--- config.mk ---
export PLATFORM = sky130hd
export DESIGN_NAME = branch_predictor_bht
export DESIGN_NICKNAME = d
export VERILOG_FILES = /design/src/rtl/branch_pred_pkg.sv /design/src/rtl/branch_target_buffer.sv /design/src/rtl/branch_predictor_bht.sv
export SDC_FILE = /design/constraint.sdc
export NUM_CORES = 1
export LEC_CHECK = 0
export CORE_UTILIZATION = 63
export CTS_CLUSTER_SIZE = 25
export DETAILED_ROUTE_END_ITERATION = 8
export DONT_BUFFER_PORTS = 1
export PLACE_DENSITY = 0.75
export SYNTH_ARGS = -nofsm -noshare
export SYNTH_HDL_FRONTEND = slang
export SYNTH_SLANG_ARGS = --single-unit
--- constraint.sdc ---
create_clock -name clk -period 5.63 [get_ports clk]
set_input_delay 0.8445 -clock clk [delete_from_list [all_inputs] [get_ports clk]]
set_output_delay 0.8445 -clock clk [all_outputs]
set_load 0.02 [all_outputs]
--- src/rtl/branch_pred_pkg.sv ---
// Shared types and helpers for the branch predictor: counter encodings,
// saturating counter step and table index hashing.
package branch_pred_pkg;

    localparam int unsigned BP_W = 64;

    typedef logic [BP_W-1:0] bp_word_t;

    // Counter encodings for the 2-bit case.
    typedef enum logic [1:0] {
        STRONG_NT = 2'd0,
        WEAK_NT   = 2'd1,
        WEAK_T    = 2'd2,
        STRONG_T  = 2'd3
    } ctr2_e;

    function automatic bp_word_t ctr_init(input int unsigned ctr_bits);
        return bp_word_t'(1) << (ctr_bits - 1);
    endfunction

    function automatic bp_word_t sat_next(input bp_word_t ctr, input logic taken,
                                          input int unsigned ctr_bits);
        bp_word_t max_v;
        max_v = (bp_word_t'(1) << ctr_bits) - bp_word_t'(1);
        if (taken) begin
            return (ctr >= max_v) ? max_v : ctr + bp_word_t'(1);
        end
        return (ctr == '0) ? '0 : ctr - bp_word_t'(1);
    endfunction

    // Global history is zero-extended by the caller before the XOR.
    function automatic bp_word_t bp_index(input bp_word_t pc, input bp_word_t ghr,
                                          input int unsigned pc_lsb,
                                          input int unsigned index_bits);
        bp_word_t mask;
        mask = (bp_word_t'(1) << index_bits) - bp_word_t'(1);
        return ((pc >> pc_lsb) ^ ghr) & mask;
    endfunction

endpackage

--- src/rtl/branch_target_buffer.sv ---
// Direct-mapped branch target buffer: valid/tag/target arrays with one
// combinational read port and one synchronous write port.
module branch_target_buffer
    import branch_pred_pkg::*;
#(
    parameter int unsigned INDEX_BITS = 3,
    parameter int unsigned TAG_W      = 27,
    parameter int unsigned ADDR_WIDTH = 32
) (
    input  logic                  clk,
    input  logic                  reset,
    input  logic [INDEX_BITS-1:0] rd_idx_i,
    input  logic [TAG_W-1:0]      rd_tag_i,
    output logic                  rd_hit_o,
    output logic [ADDR_WIDTH-1:0] rd_target_o,
    input  logic                  wr_en_i,
    input  logic [INDEX_BITS-1:0] wr_idx_i,
    input  logic [TAG_W-1:0]      wr_tag_i,
    input  logic [ADDR_WIDTH-1:0] wr_target_i
);

    localparam int unsigned ENTRIES = 1 << INDEX_BITS;

    logic [ENTRIES-1:0]    valid_q;
    logic [TAG_W-1:0]      tag_q    [ENTRIES];
    logic [ADDR_WIDTH-1:0] target_q [ENTRIES];

    always_ff @(posedge clk) begin
        if (!reset) begin
            valid_q <= '0;
        end else if (wr_en_i) begin
            valid_q[wr_idx_i] <= 1'b1;
        end
    end

    // Tag and target payloads need no reset; valid gates every read.
    always_ff @(posedge clk) begin
        if (reset && wr_en_i) begin
            tag_q[wr_idx_i]    <= wr_tag_i;
            target_q[wr_idx_i] <= wr_target_i;
        end
    end

    assign rd_hit_o    = valid_q[rd_idx_i] && (tag_q[rd_idx_i] == rd_tag_i);
    assign rd_target_o = target_q[rd_idx_i];

endmodule

--- src/rtl/branch_predictor_bht.sv ---
// Branch predictor: saturating-counter BHT plus BTB, optional gshare indexing,
// zero-latency IF lookup and EX-stage resolve with flush/redirect generation.
module branch_predictor_bht
    import branch_pred_pkg::*;
#(
    parameter int unsigned ADDR_WIDTH = 32,
    parameter int unsigned INDEX_BITS = 3,
    parameter int unsigned CTR_BITS   = 2,
    parameter int unsigned PC_LSB     = 2,
    parameter int unsigned GHR_BITS   = 0,
    localparam int unsigned GW        = (GHR_BITS > 0) ? GHR_BITS : 1
) (
    input  logic                  clk,
    input  logic                  reset,
    input  logic                  lookup_valid,
    input  logic [ADDR_WIDTH-1:0] lookup_pc,
    output logic                  pred_taken,
    output logic [ADDR_WIDTH-1:0] pred_target,
    output logic [GW-1:0]         pred_ghr,
    input  logic                  resolve_valid,
    input  logic [ADDR_WIDTH-1:0] resolve_pc,
    input  logic                  resolve_taken,
    input  logic [ADDR_WIDTH-1:0] resolve_target,
    input  logic                  resolve_pred_taken,
    input  logic [ADDR_WIDTH-1:0] resolve_pred_target,
    input  logic [GW-1:0]         resolve_ghr,
    output logic                  mispredict,
    output logic [ADDR_WIDTH-1:0] redirect_pc
);

    localparam int unsigned ENTRIES = 1 << INDEX_BITS;
    localparam int unsigned TAG_W   = ADDR_WIDTH - PC_LSB - INDEX_BITS;
    localparam bp_word_t    CTR_INIT_W = ctr_init(CTR_BITS);
    localparam logic [CTR_BITS-1:0] CTR_INIT = CTR_INIT_W[CTR_BITS-1:0];

    logic [CTR_BITS-1:0]   ctr_q [ENTRIES];
    logic [GW-1:0]         ghr_q, ghr_d;
    bp_word_t              lk_ghr_w, rs_ghr_w, lk_idx_w, rs_idx_w, ctr_upd_w;
    logic [INDEX_BITS-1:0] lk_idx, rs_idx;
    logic [CTR_BITS-1:0]   lk_ctr, rs_ctr_next;
    logic [TAG_W-1:0]      lk_tag, rs_tag;
    logic                  btb_hit, btb_wr_en, lk_hit;
    logic [ADDR_WIDTH-1:0] btb_target;
    logic                  unused_bits;

    always_comb begin
        lk_ghr_w = '0;
        rs_ghr_w = '0;
        if (GHR_BITS > 0) begin
            lk_ghr_w = bp_word_t'(ghr_q);
            rs_ghr_w = bp_word_t'(resolve_ghr);
        end
        lk_idx_w    = bp_index(bp_word_t'(lookup_pc), lk_ghr_w, PC_LSB, INDEX_BITS);
        rs_idx_w    = bp_index(bp_word_t'(resolve_pc), rs_ghr_w, PC_LSB, INDEX_BITS);
        lk_idx      = lk_idx_w[INDEX_BITS-1:0];
        rs_idx      = rs_idx_w[INDEX_BITS-1:0];
        ctr_upd_w   = sat_next(bp_word_t'(ctr_q[rs_idx]), resolve_taken, CTR_BITS);
        rs_ctr_next = ctr_upd_w[CTR_BITS-1:0];
        lk_ctr      = ctr_q[lk_idx];
    end

    assign lk_tag = lookup_pc[ADDR_WIDTH-1 -: TAG_W];
    assign rs_tag = resolve_pc[ADDR_WIDTH-1 -: TAG_W];

    always_ff @(posedge clk) begin
        if (!reset) begin
            for (int unsigned i = 0; i < ENTRIES; i++) begin
                ctr_q[i] <= CTR_INIT;
            end
        end else if (resolve_valid) begin
            ctr_q[rs_idx] <= rs_ctr_next;
        end
    end

    assign btb_wr_en = reset && resolve_valid && resolve_taken;

    branch_target_buffer #(
        .INDEX_BITS (INDEX_BITS),
        .TAG_W      (TAG_W),
        .ADDR_WIDTH (ADDR_WIDTH)
    ) u_btb (
        .clk         (clk),
        .reset       (reset),
        .rd_idx_i    (lk_idx),
        .rd_tag_i    (lk_tag),
        .rd_hit_o    (btb_hit),
        .rd_target_o (btb_target),
        .wr_en_i     (btb_wr_en),
        .wr_idx_i    (rs_idx),
        .wr_tag_i    (rs_tag),
        .wr_target_i (resolve_target)
    );

    assign lk_hit      = reset && lookup_valid && btb_hit;
    assign pred_taken  = lk_hit && lk_ctr[CTR_BITS-1];
    assign pred_target = lk_hit ? btb_target : '0;
    assign pred_ghr    = ghr_q;

    assign mispredict = reset && resolve_valid &&
                        ((resolve_taken != resolve_pred_taken) ||
                         (resolve_taken && resolve_pred_taken &&
                          (resolve_target != resolve_pred_target)));

    always_comb begin
        redirect_pc = '0;
        if (mispredict) begin
            redirect_pc = resolve_taken ? resolve_target : resolve_pc + ADDR_WIDTH'(4);
        end
    end

    // Repair from the EX-carried snapshot takes priority over the speculative shift.
    always_comb begin
        ghr_d = ghr_q;
        if (GHR_BITS == 0) begin
            ghr_d = '0;
        end else if (mispredict) begin
            ghr_d = (resolve_ghr << 1) | GW'(resolve_taken);
        end else if (lookup_valid) begin
            ghr_d = (ghr_q << 1) | GW'(pred_taken);
        end
    end

    always_ff @(posedge clk) begin
        if (!reset) begin
            ghr_q <= '0;
        end else begin
            ghr_q <= ghr_d;
        end
    end

    assign unused_bits = ^{lk_idx_w, rs_idx_w, ctr_upd_w, lookup_pc, resolve_pc, resolve_ghr};

endmodule

==> results.sh <==
export IMPL_first_global_vias=10671
export IMPL_cts_setup_buffers=0
export IMPL_detailed_place_hpwl_um=28300
export IMPL_io_pins=202
export IMPL_cts_resized=0
export IMPL_dieArea_um2=34100
export IMPL_final_fill_count=2097
export IMPL_clk_latency_ps=530
export IMPL_worstMarginPinSlew_ps=1240
export IMPL_finalHoldViolCount=0
export IMPL_path_cells="mux4_2 -> mux2i_1 -> xnor2_1 -> nor4_1 -> nand4_4 -> buf_4 -> nor3_1 -> buf_4"
export IMPL_critPathBufInv=2
export IMPL_postRouteAntennaNets=0
export IMPL_first_pass_iters=8
export IMPL_grt_pass1_wl_um=68100
export IMPL_path_class="reg -> out"
export IMPL_rsz0062_at_grt="no"
export IMPL_ys_flop_type="edfxtp_1"
export IMPL_setup_ws_ps=968
export IMPL_yosysTopAreaCell="edfxtp_1"
export IMPL_clkSinkCount=496
export IMPL_setup_viol=0
export IMPL_syn_area_per_cell_um2=18.5
export IMPL_syn_num_nets=1274
export IMPL_numCtsBuffers=48
export IMPL_clock_fmax_mhz=215
export IMPL_start_util_pct=64.2
export IMPL_required_ps=4790
export IMPL_synth_seq_cells=496
export IMPL_drive_gt1_share_pct=19.4
export IMPL_die_y_um=185
export IMPL_route_detailed_drc=0
export IMPL_synth_top_area_share_pct=69.8
export IMPL_holdCritPathClass="in -> reg"
export IMPL_ff_latch_area_um2=14800
export IMPL_crit_fanout=22
export IMPL_worstPathArrival_ps=3820
export IMPL_cp_start_kind="flop"
export IMPL_max_stage_delay_ps=580
export IMPL_detail_route_wl_per_cell_um=29.2
export IMPL_cts_hold_fix_buffers=0
export IMPL_min_period_ps=4660
export IMPL_clk_pin_slew_worst_paths_ps=60
export IMPL_p_leak_nw=7.27
export IMPL_grt_max_degree=120
export IMPL_drt_initial_drc_count=1106
export IMPL_cp_top_family="simple AND/OR/NAND/NOR gates"
export IMPL_grt_usage_pct=28.3
export IMPL_fin_setup_tns_ps=0
export IMPL_cts_tree="yes"
export IMPL_post_place_ws_ps=1030
export IMPL_cts_root_buf="clkbuf_16"
export IMPL_skew_ps=3.16
export IMPL_cp_end_kind="output port"
export IMPL_vdd_drop_max_mv=0.247
export IMPL_synth_distinct_cells=46
export IMPL_outcome="complete, no violations"
export IMPL_netlist_area_um2=21000
export IMPL_synth_async_reset_ratio_pct=0
export IMPL_overflow=0
export IMPL_num_vias=10727
export IMPL_wirelength_um=47400
export IMPL_antenna_found_initial=1
export IMPL_maxSlewHeadroom_pct=16.9
export IMPL_synth_area_leaders="edfxtp_1 (70%), mux4_2 (10%), mux2i_1 (4.2%), xnor2_1 (2.4%), nor3_2 (1.5%)"
export IMPL_fp_coreArea_um2=32700
export IMPL_area_growth_pct=9.18
export IMPL_yosysSeqAreaShare_pct=70.6
export IMPL_htreeDepth=2
export IMPL_finalNetCount=1281
export IMPL_cpMaxStageDelayCell="nand4_4"
export IMPL_multi_input_area_um2=5900
export IMPL_power_density_nw_per_um2=325
export IMPL_place_congestion=0.837
export IMPL_cp_common_cell="buf_4"
export IMPL_io_buffers=0
export IMPL_clk_path_buf_depth=3
export IMPL_synth_edf_count=488
export IMPL_max_cap_viol_count=0
export IMPL_via_per_inst=6.61
export IMPL_synth_warning_count=0
export IMPL_post_route_period_util_pct=82.8
export IMPL_rows=66
export IMPL_drv_slew=0
export IMPL_synth_cells=1137
export IMPL_die_w_um=185
worst reg2reg max path, delay by kind of cell (launching register included):
kind | cells | cell delay [ps]
AOI/OAI and AO/OA | 1 | 100
and+or+nand+nor | 3 | 430
adders and majority gates | 1 | 360
DFF | 1 | 400
muxes | 1 | 140
kinds of logic (layout without fill, tap and decap cells):
logic type,after synthesis,after routing,synth area share [%]
compound gates,56,56,1.69
xor+xnor,84,84,3.50
flops,496,496,70.6
fa+ha+maj,4,4,0.215
other cells,1,2,0.0179
buf+inv,63,105,1.67
simple gates,234,234,6.19
mux,199,199,16.1
area by class of cell:
class | count | area share (%)
antenna | 1 | 0.0109
clock buffer | 62 | 5.74
clock inverter | 23 | 0.710
inverter | 3 | 0.0491
multi-input combinational | 578 | 25.7
sequential | 496 | 64.6
tap | 442 | 2.41
timing repair buffer | 17 | 0.721
where the power goes:
part           total, mW  leakage, nW  internal (mW)  switching, mW
clock               3.02        0.724           1.73           1.29
sequential          4.11         4.46           4.10         0.0105
combinational      0.320         2.09          0.166          0.154
layer usage:
metal / global-route usage, % / up-vias / routed length [um]
met5: 0 / - / 0
li1: - / 4565 / -
met1: 39.4 / 5597 / 18700
met4: 8.50 / 0 / 1130
met2: 44.8 / 489 / 23100
met3: 6.82 / 76 / 4360
path summary, 6_finish.rpt:
path                                         start            endpoint  slack (ps)  depth (start not counted)
worst max-delay path            u_btb.tag_q[7][12]          pred_taken         970                          8
worst min-delay path                resolve_pc[22]  u_btb.tag_q[3][17]         390                          0
worst max register to register         ctr_q[5][1]         ctr_q[4][1]        3900                          6
worst min register to register    u_btb.valid_q[7]    u_btb.valid_q[7]         470                          1
cells in the final DEF, fill, tap and decap left out, types with 11 or more instances in the layout:
cell,instances
nor3_2,31
buf_4,14
xor2_1,27
a21oi_1,18
nand2_1,45
mux4_1,11
xnor2_1,57
edfxtp_1,488
clkbuf_16,49
nand3_1,26
nand4_1,16
mux2i_1,88
mux4_2,97
nor2_1,58
through the flow:
step | instances | utilization (%) | area (um2) | power (mW) | hold WS (ps)
global route | 1622 | 70.1 | 22900 | 7.65 | 371
CTS | 1621 | 70.1 | 22900 | 7.48 | 375
finish | 1622 | 70.1 | 22900 | 7.46 | 393
floorplan | 1137 | - | 21000 | 4.50 | 435
detailed placement | 1536 | 65.6 | 21400 | 4.51 | 452
global placement | 1536 | 65.6 | 21400 | 4.50 | 441
flip-flops by register name (all words and copies together), names as in the netlist:
signal / cells
ctr_q: 16
u_btb.tag_q: 216
u_btb.target_q: 256
u_btb.valid_q: 8
synthesized netlist by cell type, types with 2 or more instances:
cell type / n
edfxtp_1: 488
buf_2: 19
nand2_1: 45
nand2b_1: 5
nand3_1: 26
maj3_1: 2
inv_1: 2
mux4_1: 11
o21a_1: 8
dfxtp_1: 8
and4_1: 5
mux4_2: 97
a211oi_1: 9
xor2_1: 27
ha_1: 2
a21oi_1: 18
nor2_1: 66
xnor2_1: 57
nand4_2: 2
buf_6: 8
nor3_2: 31
or3_1: 3
clkbuf_1: 24
nor2b_1: 8
nor4_1: 3
nand4_1: 16
nor4_2: 2
a22oi_1: 10
nor3_1: 10
buf_1: 3
buf_4: 5
o21ai_0: 8
mux2i_1: 88
mux2_2: 3
and3_1: 7
No activity file was read; power rests on OpenSTA's default activity.
